File: src/rtl/mem_bus_controller.sv
// Single-master bus decoder/controller: address decode, per-slave select, ack/timeout handling.
// Latency: 2 cycles minimum (mapped), 1 cycle (unmapped); requests are accepted only in IDLE.
module mem_bus_controller #(
  parameter int N_SLV   = 4,
  parameter int DATA_W  = 32,
  parameter int ADDR_W  = 32,
  parameter int TIMEOUT = 15,
  parameter logic [N_SLV*ADDR_W-1:0] SLV_BASE = {32'h1002_0000, 32'h1001_0000, 32'h0040_0000, 32'h0000_0000},
  parameter logic [N_SLV*ADDR_W-1:0] SLV_MASK = {32'hFFFF_FF00, 32'hFFFF_0000, 32'hFFC0_0000, 32'h0000_0000}
) (
  input  logic                    clk,
  input  logic                    rst,
  input  logic                    bus_req,
  input  logic [ADDR_W-1:0]       bus_addr,
  input  logic [DATA_W-1:0]       bus_wrdata,
  input  logic                    bus_wren,
  input  logic [DATA_W/8-1:0]     bus_be,
  output logic                    bus_ready,
  output logic [DATA_W-1:0]       bus_rddata,
  output logic                    bus_err,
  output logic [N_SLV-1:0]        slv_sel,
  output logic [ADDR_W-1:0]       slv_addr,
  output logic [DATA_W-1:0]       slv_wrdata,
  output logic [DATA_W/8-1:0]     slv_be,
  output logic [N_SLV-1:0]        slv_wren,
  input  logic [N_SLV*DATA_W-1:0] slv_rddata,
  input  logic [N_SLV-1:0]        slv_ack,
  output logic [7:0]              err_count
);

  localparam int BE_W  = DATA_W / 8;
  localparam int IDX_W = (N_SLV > 1) ? $clog2(N_SLV) : 1;

  typedef enum logic [1:0] {IDLE, ACCESS, RESP} state_t;

  state_t             state_q, state_d;
  logic [IDX_W-1:0]   idx_q, idx_d;
  logic               wren_q, wren_d;
  logic               err_q, err_d;
  logic [7:0]         wait_q, wait_d;
  logic [DATA_W-1:0]  rddata_q, rddata_d;
  logic [ADDR_W-1:0]  slv_addr_q, slv_addr_d;
  logic [DATA_W-1:0]  wrdata_q, wrdata_d;
  logic [BE_W-1:0]    be_q, be_d;
  logic [7:0]         err_count_q, err_count_d;

  logic               hit;
  logic [IDX_W-1:0]   hit_idx;
  logic [ADDR_W-1:0]  hit_base;
  logic               sel_ack;
  logic [DATA_W-1:0]  sel_rd;
  logic [N_SLV-1:0]   sel_oh;

  // Descending scan so the lowest matching index is the one left standing.
  always_comb begin
    hit      = 1'b0;
    hit_idx  = '0;
    hit_base = '0;
    for (int i = N_SLV - 1; i >= 0; i--) begin
      if ((SLV_MASK[i*ADDR_W +: ADDR_W] != '0) &&
          ((bus_addr & SLV_MASK[i*ADDR_W +: ADDR_W]) == SLV_BASE[i*ADDR_W +: ADDR_W])) begin
        hit      = 1'b1;
        hit_idx  = IDX_W'(i);
        hit_base = SLV_BASE[i*ADDR_W +: ADDR_W];
      end
    end
  end

  assign sel_ack = slv_ack[idx_q];
  assign sel_rd  = slv_rddata[int'(idx_q)*DATA_W +: DATA_W];

  always_comb begin
    state_d     = state_q;
    idx_d       = idx_q;
    wren_d      = wren_q;
    err_d       = err_q;
    wait_d      = wait_q;
    rddata_d    = rddata_q;
    slv_addr_d  = slv_addr_q;
    wrdata_d    = wrdata_q;
    be_d        = be_q;
    err_count_d = err_count_q;
    case (state_q)
      IDLE: begin
        if (bus_req) begin
          if (hit) begin
            idx_d      = hit_idx;
            wren_d     = bus_wren;
            err_d      = 1'b0;
            wait_d     = 8'd0;
            slv_addr_d = (bus_addr - hit_base) >> 2;
            wrdata_d   = bus_wrdata;
            be_d       = bus_be;
            state_d    = ACCESS;
          end else begin
            err_d    = 1'b1;
            rddata_d = '0;
            state_d  = RESP;
          end
        end
      end
      ACCESS: begin
        // Ack is tested first so a last-cycle ack still completes cleanly.
        if (sel_ack) begin
          err_d = 1'b0;
          if (!wren_q) rddata_d = sel_rd;
          state_d = RESP;
        end else if (wait_q == 8'(TIMEOUT)) begin
          err_d    = 1'b1;
          rddata_d = '0;
          state_d  = RESP;
        end else begin
          wait_d = wait_q + 8'd1;
        end
      end
      RESP: begin
        if (err_q && (err_count_q != 8'hFF)) err_count_d = err_count_q + 8'd1;
        state_d = IDLE;
      end
      default: state_d = IDLE;
    endcase
  end

  always_ff @(posedge clk or negedge rst) begin
    if (!rst) begin
      state_q     <= IDLE;
      idx_q       <= '0;
      wren_q      <= 1'b0;
      err_q       <= 1'b0;
      wait_q      <= 8'd0;
      rddata_q    <= '0;
      slv_addr_q  <= '0;
      wrdata_q    <= '0;
      be_q        <= '0;
      err_count_q <= 8'd0;
    end else begin
      state_q     <= state_d;
      idx_q       <= idx_d;
      wren_q      <= wren_d;
      err_q       <= err_d;
      wait_q      <= wait_d;
      rddata_q    <= rddata_d;
      slv_addr_q  <= slv_addr_d;
      wrdata_q    <= wrdata_d;
      be_q        <= be_d;
      err_count_q <= err_count_d;
    end
  end

  always_comb begin
    sel_oh = '0;
    if (state_q == ACCESS) sel_oh[idx_q] = 1'b1;
  end

  assign bus_ready  = (state_q == RESP);
  assign bus_err    = bus_ready & err_q;
  assign bus_rddata = rddata_q;
  assign slv_sel    = sel_oh;
  assign slv_wren   = wren_q ? sel_oh : '0;
  assign slv_addr   = slv_addr_q;
  assign slv_wrdata = wrdata_q;
  assign slv_be     = be_q;
  assign err_count  = err_count_q;

endmodule
File: config.mk
export PLATFORM = sky130hd
export DESIGN_NAME = mem_bus_controller
export DESIGN_NICKNAME = d
export VERILOG_FILES = /design/src/rtl/mem_bus_controller.sv
export SDC_FILE = /design/constraint.sdc
export NUM_CORES = 1
export LEC_CHECK = 0
export BUFFER_PORTS_ARGS = -buffer_cell sky130_fd_sc_hd__buf_2
export CORE_MARGIN = 8
export CORE_UTILIZATION = 41
export DETAILED_ROUTE_END_ITERATION = 7
export PLACE_DENSITY = 0.81
export SYNTH_ARGS = -nofsm -noshare
export SYNTH_HDL_FRONTEND = slang
export SYNTH_SLANG_ARGS = --single-unit
File: constraint.sdc
create_clock -name clk -period 1.9 [get_ports clk]
set_input_delay 0.38 -clock clk [delete_from_list [all_inputs] [get_ports clk]]
set_output_delay 0.38 -clock clk [all_outputs]
set_load 0.05 [all_outputs]
==> results of run 1 <==
## logic make-up (layout without fill, tap and decap cells)
group | after synthesis | after routing | synth area share
AOI/OAI and AO/OA | 90 | 91 | 0.0907
xor gates and xnor gates | 15 | 15 | 0.0212
adders and majority gates | 7 | 7 | 0.0154
buffers and inverters | 74 | 477 | 0.0560
DFF | 120 | 120 | 0.486
muxes | 35 | 35 | 0.124
other | 1 | 8 | 0.000606
and+or+nand+nor | 298 | 298 | 0.207
## Yosys cell counts, types with 2 or more instances
cell type and n:
o21ai_0 41, mux4_2 33, or3_1 4, buf_1 2, a211oi_1 2, xnor2_1 10, xor2_1 5, o21a_1 4
nor3_1 12, nor2b_1 4, nor3b_1 2, nor4_1 2, inv_1 40, a21oi_1 15, dfrtp_1 120, nand2_1 213
nor2_1 31, clkbuf_1 16, o21ai_1 4, a21boi_0 2, nand2b_1 6, buf_4 2, and3_1 6, a41oi_1 2
and2b_1 2, a31oi_1 4, buf_2 7, buf_6 7, nand3_1 5, o31ai_1 3, ha_1 6
## stage by stage
step	instance area, sq um	std cells
2_1_floorplan	6350	641
4_1_cts	9820	1229
3_5_place_dp	8500	1172
3_3_place_gp	8500	1172
6_report	10100	1239
5_1_grt	10100	1239
## report_power, final
group / switching, W / total, W / internal [W]
Combinational: 0.000646 / 0.00111 / 0.000465
Clock: 0.00122 / 0.00315 / 0.00193
Sequential: 0.0000762 / 0.00271 / 0.00263
## layout make-up
| type | count | share of cell area |
|---|---|---|
| Antenna cell | 6 | 0.00149 |
| Clock inverter | 14 | 0.0150 |
| Sequential cell | 120 | 0.298 |
| Tap cell | 188 | 0.0233 |
| Multi-Input combinational cell | 448 | 0.339 |
| Clock buffer | 17 | 0.0421 |
| Timing Repair Buffer | 406 | 0.265 |
| Inverter | 40 | 0.0151 |
## state kept, by name, summed over array words and instances (netlist names)
register and count:
err_count 8, slv_be 4, bus_rddata 32, wait_q 8, wren_q 1, slv_addr 30
state_q 2, idx_q 2, err_q 1, slv_wrdata 32
## worst paths after layout
| check | startpoint | endpoint | slack, ps | cells after the start |
|---|---|---|---|---|
| worst min register to register | slv_wrdata[2] | slv_wrdata[2] | 460 | 2 |
| worst min-delay path | bus_wrdata[24] | slv_wrdata[24] | 160 | 3 |
| worst max-delay path | bus_addr[8] | slv_addr[25] | -300 | 10 |
| min in group asynchronous | rst | bus_rddata[25] | 500 | 3 |
| max in group asynchronous | rst | slv_addr[15] | 1010 | 3 |
| worst max register to register | idx_q[0] | bus_rddata[30] | -230 | 7 |
## routing by layer
layer	global-route usage	wire (um)	share of wire	vias up
li1	-	-	-	2948
met1	0.268	8780	0.35	3053
met2	0.426	12600	0.51	345
met3	0.0919	2320	0.093	62
met4	0.125	1070	0.043	2
met5	0	10	0.00040	-
## worst max-delay path, stage by stage
cell and delay [ps]:
buf_6 100, nor4b_4 310, nand4_2 140, or3_4 390, ha_4 250, nor2b_4 130
o31ai_4 370, a21boi_2 100, a311oi_2 230, nor2_1 80
## timing repair
action / in CTS / in global routing
hold buffers: 1 / 0
buffers inserted: 20 / 5
cloned: 7 / 2
endpoints found under the hold margin: 53 / 0
endpoints found under the setup margin: 62 / 121
pin swaps: 29 / 14
resized for setup: 122 / 51
==> impl_metrics.env, run 1 <==
export IMPL_status="finished, violations left"
export IMPL_violations="negative setup slack"
export IMPL_final_setup_viol_count=56
export IMPL_fin_crit_sh=1.16
export IMPL_ys_warn_count=0
export IMPL_end_kind="register"
export IMPL_area_growth_synth_to_final_pct=63.3
export IMPL_synth_edff_count=0
export IMPL_post_place_ws_ps=-825
export IMPL_nFillCells=1121
export IMPL_track_usage=0.249
export IMPL_rows=45
export IMPL_die_w_um=139
export IMPL_slew_headroom=0.576
export IMPL_multi_input_area_sq_um=3430
export IMPL_regArea_sq_um=3010
export IMPL_wire_per_inst_um=20.0
export IMPL_async_flop_share=1.00
export IMPL_num_vias=6410
export IMPL_htree_levels=4
export IMPL_drtPass1Iterations=4
export IMPL_synth_seq_area_share=0.486
export IMPL_fin_skew_ps=8.48
export IMPL_ys_flop_type="dfrtp_1"
export IMPL_numCtsBuffers=17
export IMPL_final_cell_mix="buf_2 (302), nand2_1 (206), dfrtp_1 (114)"
export IMPL_root_buffer="clkbuf_16"
export IMPL_synth_top_cell_area_share=0.486
export IMPL_synth_top_cell_by_area="dfrtp_1"
export IMPL_cts_tree="done"
export IMPL_grt_setup_unrepaired="true"
export IMPL_insertion_delay_ps=410
export IMPL_synth_seq_cells=120
export IMPL_synth_area_leaders="dfrtp_1 (49%), nand2_1 (13%), mux4_2 (12%), o21ai_0 (3.3%), inv_1 (2.4%)"
export IMPL_setup_tns_ps=-10230
export IMPL_final_nets=1244
export IMPL_clock_sink_count=120
export IMPL_crit_type="in2reg"
export IMPL_p_leak_nw=5.22
export IMPL_tightest_slew_ps=631
export IMPL_cts_buffer_depth=2
export IMPL_ant_nets=0
export IMPL_gp_congestion=0.926
export IMPL_cp_data_required_time_ps=2190
export IMPL_drc=0
export IMPL_drive_above_1_share=0.554
export IMPL_final_common_cell="buf_2"
export IMPL_post_route_util=0.674
export IMPL_finalWorstSetupSlack_ps=-299
export IMPL_antenna_found_initial=7
export IMPL_synth_area_per_cell_sq_um=9.66
export IMPL_fmax_mhz=455
export IMPL_cp_arrival_ps=2490
export IMPL_drt_iter0_markers=284
export IMPL_start_kind="input pin"
export IMPL_die_h_um=139
export IMPL_cts_clk_slew_worst_paths_ps=60
export IMPL_ys_types=59
export IMPL_grt_pass1_wl_um=37400
export IMPL_port_buffers=317
export IMPL_via_per_inst=5.17
export IMPL_holdWs_ps=161
export IMPL_start_util=0.413
export IMPL_grt_pass1_vias=6916
export IMPL_synth_area_sq_um=6180
export IMPL_synthCells=640
export IMPL_drv_slew=0
export IMPL_power_w=0.00696
export IMPL_dp_hpwl_um=17200
export IMPL_power_per_cell_area_nw_per_um2=690
export IMPL_routed_wl_um=24800
export IMPL_core_area_sq_um=15000
export IMPL_path_max_fanout=4
export IMPL_cap_violations=0
export IMPL_grt_max_degree=68
export IMPL_ios=322
export IMPL_dieArea_sq_um=19300
export IMPL_finalHoldViolCount=0
export IMPL_vdd_ir_drop_worst_mv=0.558
export IMPL_layout_min_cycle_time_ps=2200
export IMPL_holdCritPathClass="in2reg"
export IMPL_overflow=0
Note: power is estimated with default switching activity, not from simulation.
==> inputs of run 2 (changes only) <==
--- a/config.mk
+++ b/config.mk
@@ -7,9 +7,9 @@
 export LEC_CHECK = 0
 export BUFFER_PORTS_ARGS = -buffer_cell sky130_fd_sc_hd__buf_2
 export CORE_MARGIN = 8
-export CORE_UTILIZATION = 41
+export CORE_UTILIZATION = 40
 export DETAILED_ROUTE_END_ITERATION = 7
-export PLACE_DENSITY = 0.81
+export PLACE_DENSITY = 0.75
 export SYNTH_ARGS = -nofsm -noshare
 export SYNTH_HDL_FRONTEND = slang
 export SYNTH_SLANG_ARGS = --single-unit
==> run 2 against run 1 <==
  * The run still ends with negative setup slack left
  * Sequential cell count did not move
  * Combinational power is essentially flat
  * First-iteration DRC count down 2.5%
  * Sequential power hardly changed
  * Count of clock-buffer cells in the layout grew 1
  * Utilization down 1.4 points
  * Via count shrank 1.5%
  * Critical path depth up 1
  * Largest cell class unchanged
  * Die area grew 2.2%
==> impl_metrics.env, run 2 (synthesis gave the netlist of run 1 again) <==
export IMPL_dieArea_sq_um=19700
export IMPL_grt_max_degree=64
export IMPL_fmax_mhz=461
export IMPL_ios=322
export IMPL_antenna_found_initial=5
export IMPL_min_delay_start="bus_wrdata[31]"
export IMPL_fin_skew_ps=9.82
export IMPL_met2WireLength_um=12400
export IMPL_power_w=0.00681
export IMPL_dp_cells=1176
export IMPL_fin_crit_sh=1.14
export IMPL_overflow=0
export IMPL_crit_type="in2reg"
export IMPL_drv_slew=0
export IMPL_wire_per_inst_um=19.5
export IMPL_final_cell_mix="buf_2 (301), nand2_1 (205), dfrtp_1 (114)"
export IMPL_crit_buf_inv=2
export IMPL_vdd_ir_drop_worst_mv=0.578
export IMPL_power_per_cell_area_nw_per_um2=681
export IMPL_routed_wl_um=24200
export IMPL_cp_data_required_time_ps=2180
export IMPL_cts_clk_slew_worst_paths_ps=60
export IMPL_final_common_cell="buf_2"
export IMPL_start_util=0.408
export IMPL_finalHoldViolCount=0
export IMPL_finalWorstSetupSlack_ps=-270
export IMPL_final_cell_count_no_fill=1244
export IMPL_cp_arrival_ps=2450
export IMPL_grt_pass1_wl_um=36100
export IMPL_cp_slowest_cell="or3_4"
export IMPL_track_usage=0.235
export IMPL_drive_above_1_share=0.559
export IMPL_area_growth_synth_to_final_pct=61.6
export IMPL_grt_pass1_vias=6661
export IMPL_status="finished, violations left"
export IMPL_start_kind="input pin"
export IMPL_final_setup_viol_count=54
export IMPL_num_vias=6313
export IMPL_nFillCells=1163
export IMPL_path_max_fanout=3
export IMPL_cts_tree="done"
export IMPL_numCtsBuffers=17
export IMPL_die_w_um=140
export IMPL_via_per_inst=5.07
export IMPL_final_cell_area_sq_um=9990
export IMPL_port_buffers=317
export IMPL_path_delay_family="simple AND/OR/NAND/NOR gates"
export IMPL_violations="negative setup slack"
export IMPL_htree_levels=4
export IMPL_drc=0
export IMPL_insertion_delay_ps=410
export IMPL_post_place_ws_ps=-851
export IMPL_worst_path_largest_cell_delay_ps=380
export IMPL_root_buffer="clkbuf_16"
export IMPL_final_nets=1248
export IMPL_dr_max_layer_used="met4"
export IMPL_clock_sink_count=120
export IMPL_drtPass1Iterations=4
export IMPL_core_area_sq_um=15100
export IMPL_met3WireLength_um=1880
export IMPL_dp_hpwl_um=17500
export IMPL_critPathLaunch="bus_addr[8]"
export IMPL_grt_setup_unrepaired="true"
export IMPL_holdCritPathClass="in2reg"
export IMPL_end_kind="register"
export IMPL_drt_iter0_markers=277
export IMPL_dpl_cell_area_sq_um=8520
export IMPL_cap_violations=0
export IMPL_layout_min_cycle_time_ps=2170
export IMPL_wl_met1_um=9260
export IMPL_cts_buffer_depth=2
export IMPL_regToRegStartpoint="idx_q[0]"
export IMPL_crit_path_cell_trace="buf_6, nor4b_4, nand4_2, or3_4, ha_4, nor2b_4, o31ai_4, buf_4, nand2_2, xor2_1, a21oi_1"
export IMPL_gp_congestion=0.870
export IMPL_rows=45
export IMPL_ant_nets=0
export IMPL_p_leak_nw=5.19
export IMPL_die_h_um=140
export IMPL_post_route_util=0.660
[run 2: cell count changes in the layout (fill, tap and decap cells not counted), moves of 2 or more]
cell / delta
a21oi_2: -2
bufinv_16: -2
a21oi_1: +2
nor2_4: +2
o21ai_2: +3
buf_16: -3
clkinv_4: -3
inv_6: +5
buf_6: +5
buf_4: +8
o21ai_1: -4
[run 2: where the power goes]
group	leakage (nW)	switching, W	internal (W)
Clock	0.265	0.00125	0.00173
Sequential	1.65	0.0000811	0.00263
Combinational	3.28	0.000643	0.000473
Total	5.19	0.00198	0.00483
[run 2: through the flow]
step	hold slack [ps]	setup TNS [ps]
finish	164	-8200
global route	148	-11720
CTS	146	-9680
detailed placement	289	-36020
global placement	287	-32360
floorplan	84.4	-5470
[run 2: worst min-delay path: stages]
cell and delay (ps):
buf_2 70, nand2_1 40, nand2_1 50
[run 2: cell type report]
| class | count | area, sq um | share of cell area |
|---|---|---|---|
| Antenna cell | 6 | 15.0 | 0.00150 |
| Clock buffer | 18 | 439 | 0.0439 |
| Clock inverter | 14 | 111 | 0.0111 |
| Inverter | 40 | 153 | 0.0153 |
| Multi-Input combinational cell | 447 | 3410 | 0.341 |
| Sequential cell | 120 | 3010 | 0.301 |
| Tap cell | 188 | 235 | 0.0235 |
| Timing Repair Buffer | 411 | 2620 | 0.263 |
[run 2: metal layers]
layer  up-vias  global-route usage
met5         -                   0
met4         0               0.101
met3        41              0.0720
met2       295               0.408
met1      3018               0.263
li1       2959                   -
[run 2: what timing repair did]
item                       4_1_cts  5_1_grt
setup endpoints to repair       60      120
gates cloned                     3        1
buffers inserted                15       18
pin swaps                       31       32
hold endpoints to repair        16        0
hold buffers                     1        0
resized for setup              111       70
[run 2: final timing paths]
kind,to,slack (ps),depth (start not counted)
worst min-delay path,slv_wrdata[31],160,3
worst min register to register,slv_wrdata[10],460,2
worst max register to register,wait_q[7],-190,8
max in group asynchronous,slv_wrdata[27],840,3
worst max-delay path,slv_addr[23],-270,11
min in group asynchronous,bus_rddata[19],410,2
==> inputs of run 3 (changes only) <==
==> config.mk (replaced) <==
export PLATFORM = sky130hd
export DESIGN_NAME = mem_bus_controller
export DESIGN_NICKNAME = d
export VERILOG_FILES = /design/src/rtl/mem_bus_controller.sv
export SDC_FILE = /design/constraint.sdc
export NUM_CORES = 1
export LEC_CHECK = 0
export CORE_MARGIN = 8
export CORE_UTILIZATION = 35
export DETAILED_ROUTE_END_ITERATION = 7
export DONT_BUFFER_PORTS = 1
export SETUP_SLACK_MARGIN = 0.05
export SYNTH_ARGS = -nofsm -noshare
export SYNTH_HDL_FRONTEND = slang
export SYNTH_SLANG_ARGS = --single-unit
==> run 3 against run 2 <==
  * The run ends with negative hold slack, negative setup slack left
  * Via count fell by 17%
  * Utilization fell by 17 points
  * Count of clock-buffer cells in the layout rose by 2
  * Fmax rose by 4.8%
  * First-iteration DRC count did not move
  * Total power fell by 1.5%
  * Design area fell by 15%
  * Largest cell class unchanged
==> impl_metrics.env, run 3 (synthesis gave the netlist of run 1 again) <==
export IMPL_vdd_ir_drop_worst_mv=0.604
export IMPL_final_nets=936
export IMPL_drtPass1Iterations=5
export IMPL_final_setup_viol_count=55
export IMPL_cp_data_required_time_ps=2200
export IMPL_numCtsBuffers=17
export IMPL_path_max_fanout=8
export IMPL_end_kind="register"
export IMPL_via_per_inst=5.41
export IMPL_grt_pass1_wl_um=32700
export IMPL_core_area_sq_um=17300
export IMPL_rr_worst_depth=7
export IMPL_port_buffers=0
export IMPL_violations="negative hold slack, negative setup slack"
export IMPL_cts_clk_slew_worst_paths_ps=60
export IMPL_cts_buffer_depth=2
export IMPL_cp_arrival_ps=2370
export IMPL_die_w_um=149
export IMPL_status="finished, violations left"
export IMPL_dieArea_sq_um=22200
export IMPL_finalHoldViolCount=120
export IMPL_gp_congestion=0.869
export IMPL_power_per_cell_area_nw_per_um2=790
export IMPL_cts_tree="done"
export IMPL_fmax_mhz=483
export IMPL_root_buffer="clkbuf_16"
export IMPL_htree_levels=4
export IMPL_drv_slew=0
export IMPL_wire_per_inst_um=24.0
export IMPL_grt_setup_unrepaired="true"
export IMPL_dp_hpwl_um=16700
export IMPL_overflow=0
export IMPL_insertion_delay_ps=410
export IMPL_finalWorstSetupSlack_ps=-171
export IMPL_ant_nets=0
export IMPL_rows=48
export IMPL_holdCritPathClass="in2async"
export IMPL_p_leak_nw=3.82
export IMPL_final_common_cell="nand2_1"
export IMPL_fin_crit_sh=1.09
export IMPL_start_util=0.357
export IMPL_drt_iter0_markers=277
export IMPL_clock_sink_count=120
export IMPL_die_h_um=149
export IMPL_crit_type="reg2reg"
export IMPL_fin_skew_ps=6.55
export IMPL_drive_above_1_share=0.339
export IMPL_drc=0
export IMPL_tightest_slew_ps=578
export IMPL_slew_headroom=0.615
export IMPL_cap_violations=0
export IMPL_ios=322
export IMPL_antenna_found_initial=7
export IMPL_track_usage=0.194
export IMPL_post_place_ws_ps=-700
export IMPL_holdWs_ps=-337
export IMPL_area_growth_synth_to_final_pct=37.2
export IMPL_start_kind="register"
export IMPL_layout_min_cycle_time_ps=2070
export IMPL_final_cell_mix="nand2_1 (208), dfrtp_1 (116), buf_4 (60)"
export IMPL_num_vias=5228
export IMPL_grt_pass1_vias=5394
export IMPL_routed_wl_um=23200
export IMPL_grt_max_degree=121
## run 3: changes by cell type in the layout (fill, tap and decap cells not counted), moves of 5 or more
cell and change:
buf_6 -14, buf_2 -301, buf_4 -5, o21ai_2 -11
o21ai_1 +13, buf_12 +6
## run 3: path summary, 6_finish.rpt
path	from	end	slack, ps
max	idx_q[0]	bus_rddata[15]	-170
min	rst	bus_rddata[6]	-340
max reg2reg	idx_q[0]	bus_rddata[15]	-170
min reg2reg	wait_q[0]	wait_q[0]	490
max in group asynchronous	rst	slv_wrdata[21]	2040
min in group clk	bus_wrdata[29]	slv_wrdata[29]	80
## run 3: worst max-delay path, cell delays in order (launching register included)
cell and delay [ps]:
dfrtp_2 370, mux4_2 570, a311o_1 290, a21o_1 180
a31oi_4 170, buf_12 150, clkbuf_16 170, o21ai_2 60
## run 3: cell type report
class | instances | area (sq um)
Antenna cell | 3 | 7.51
Clock buffer | 20 | 457
Clock inverter | 12 | 141
Fill cell | 1559 | 8810
Inverter | 40 | 150
Multi-Input combinational cell | 447 | 3290
Sequential cell | 120 | 3010
Tap cell | 225 | 282
Timing Repair Buffer | 99 | 1150
## run 3: what timing repair did
item	4_1_cts	5_1_grt
endpoints found under the setup margin	63	120
resized for setup	38	53
gates cloned	4	7
setup buffers	18	10
pin swaps	15	19
hold endpoints to repair	120	120
## run 3: report_power, final
| group | switching (W) | leakage (nW) | internal, W |
|---|---|---|---|
| combinational | 0.000466 | 1.88 | 0.000303 |
| clock | 0.00122 | 0.288 | 0.00202 |
| sequential | 0.0000713 | 1.65 | 0.00263 |
| total | 0.00175 | 3.82 | 0.00495 |
## run 3: metrics by stage
step	total power (W)	util	setup TNS, ps	cell area, sq um	cells
after floorplan	0.00325	-	-5460	6370	641
after global placement	0.00343	0.408	-18030	7060	896
after detailed placement	0.00344	0.408	-23650	7060	896
after CTS	0.00674	0.468	-6410	8100	949
after global routing	0.00693	0.491	-10140	8490	966
final	0.00671	0.491	-6390	8490	966
## run 3: per-layer routing
metal | share of wire | global-route usage | vias up | wire length [um]
met4 | 0.023 | 0.0697 | 0 | 544
met1 | 0.35 | 0.208 | 2573 | 8070
met2 | 0.52 | 0.331 | 295 | 11900
met3 | 0.11 | 0.0859 | 34 | 2630
met5 | 0 | 0 | - | 0
li1 | - | - | 2326 | -
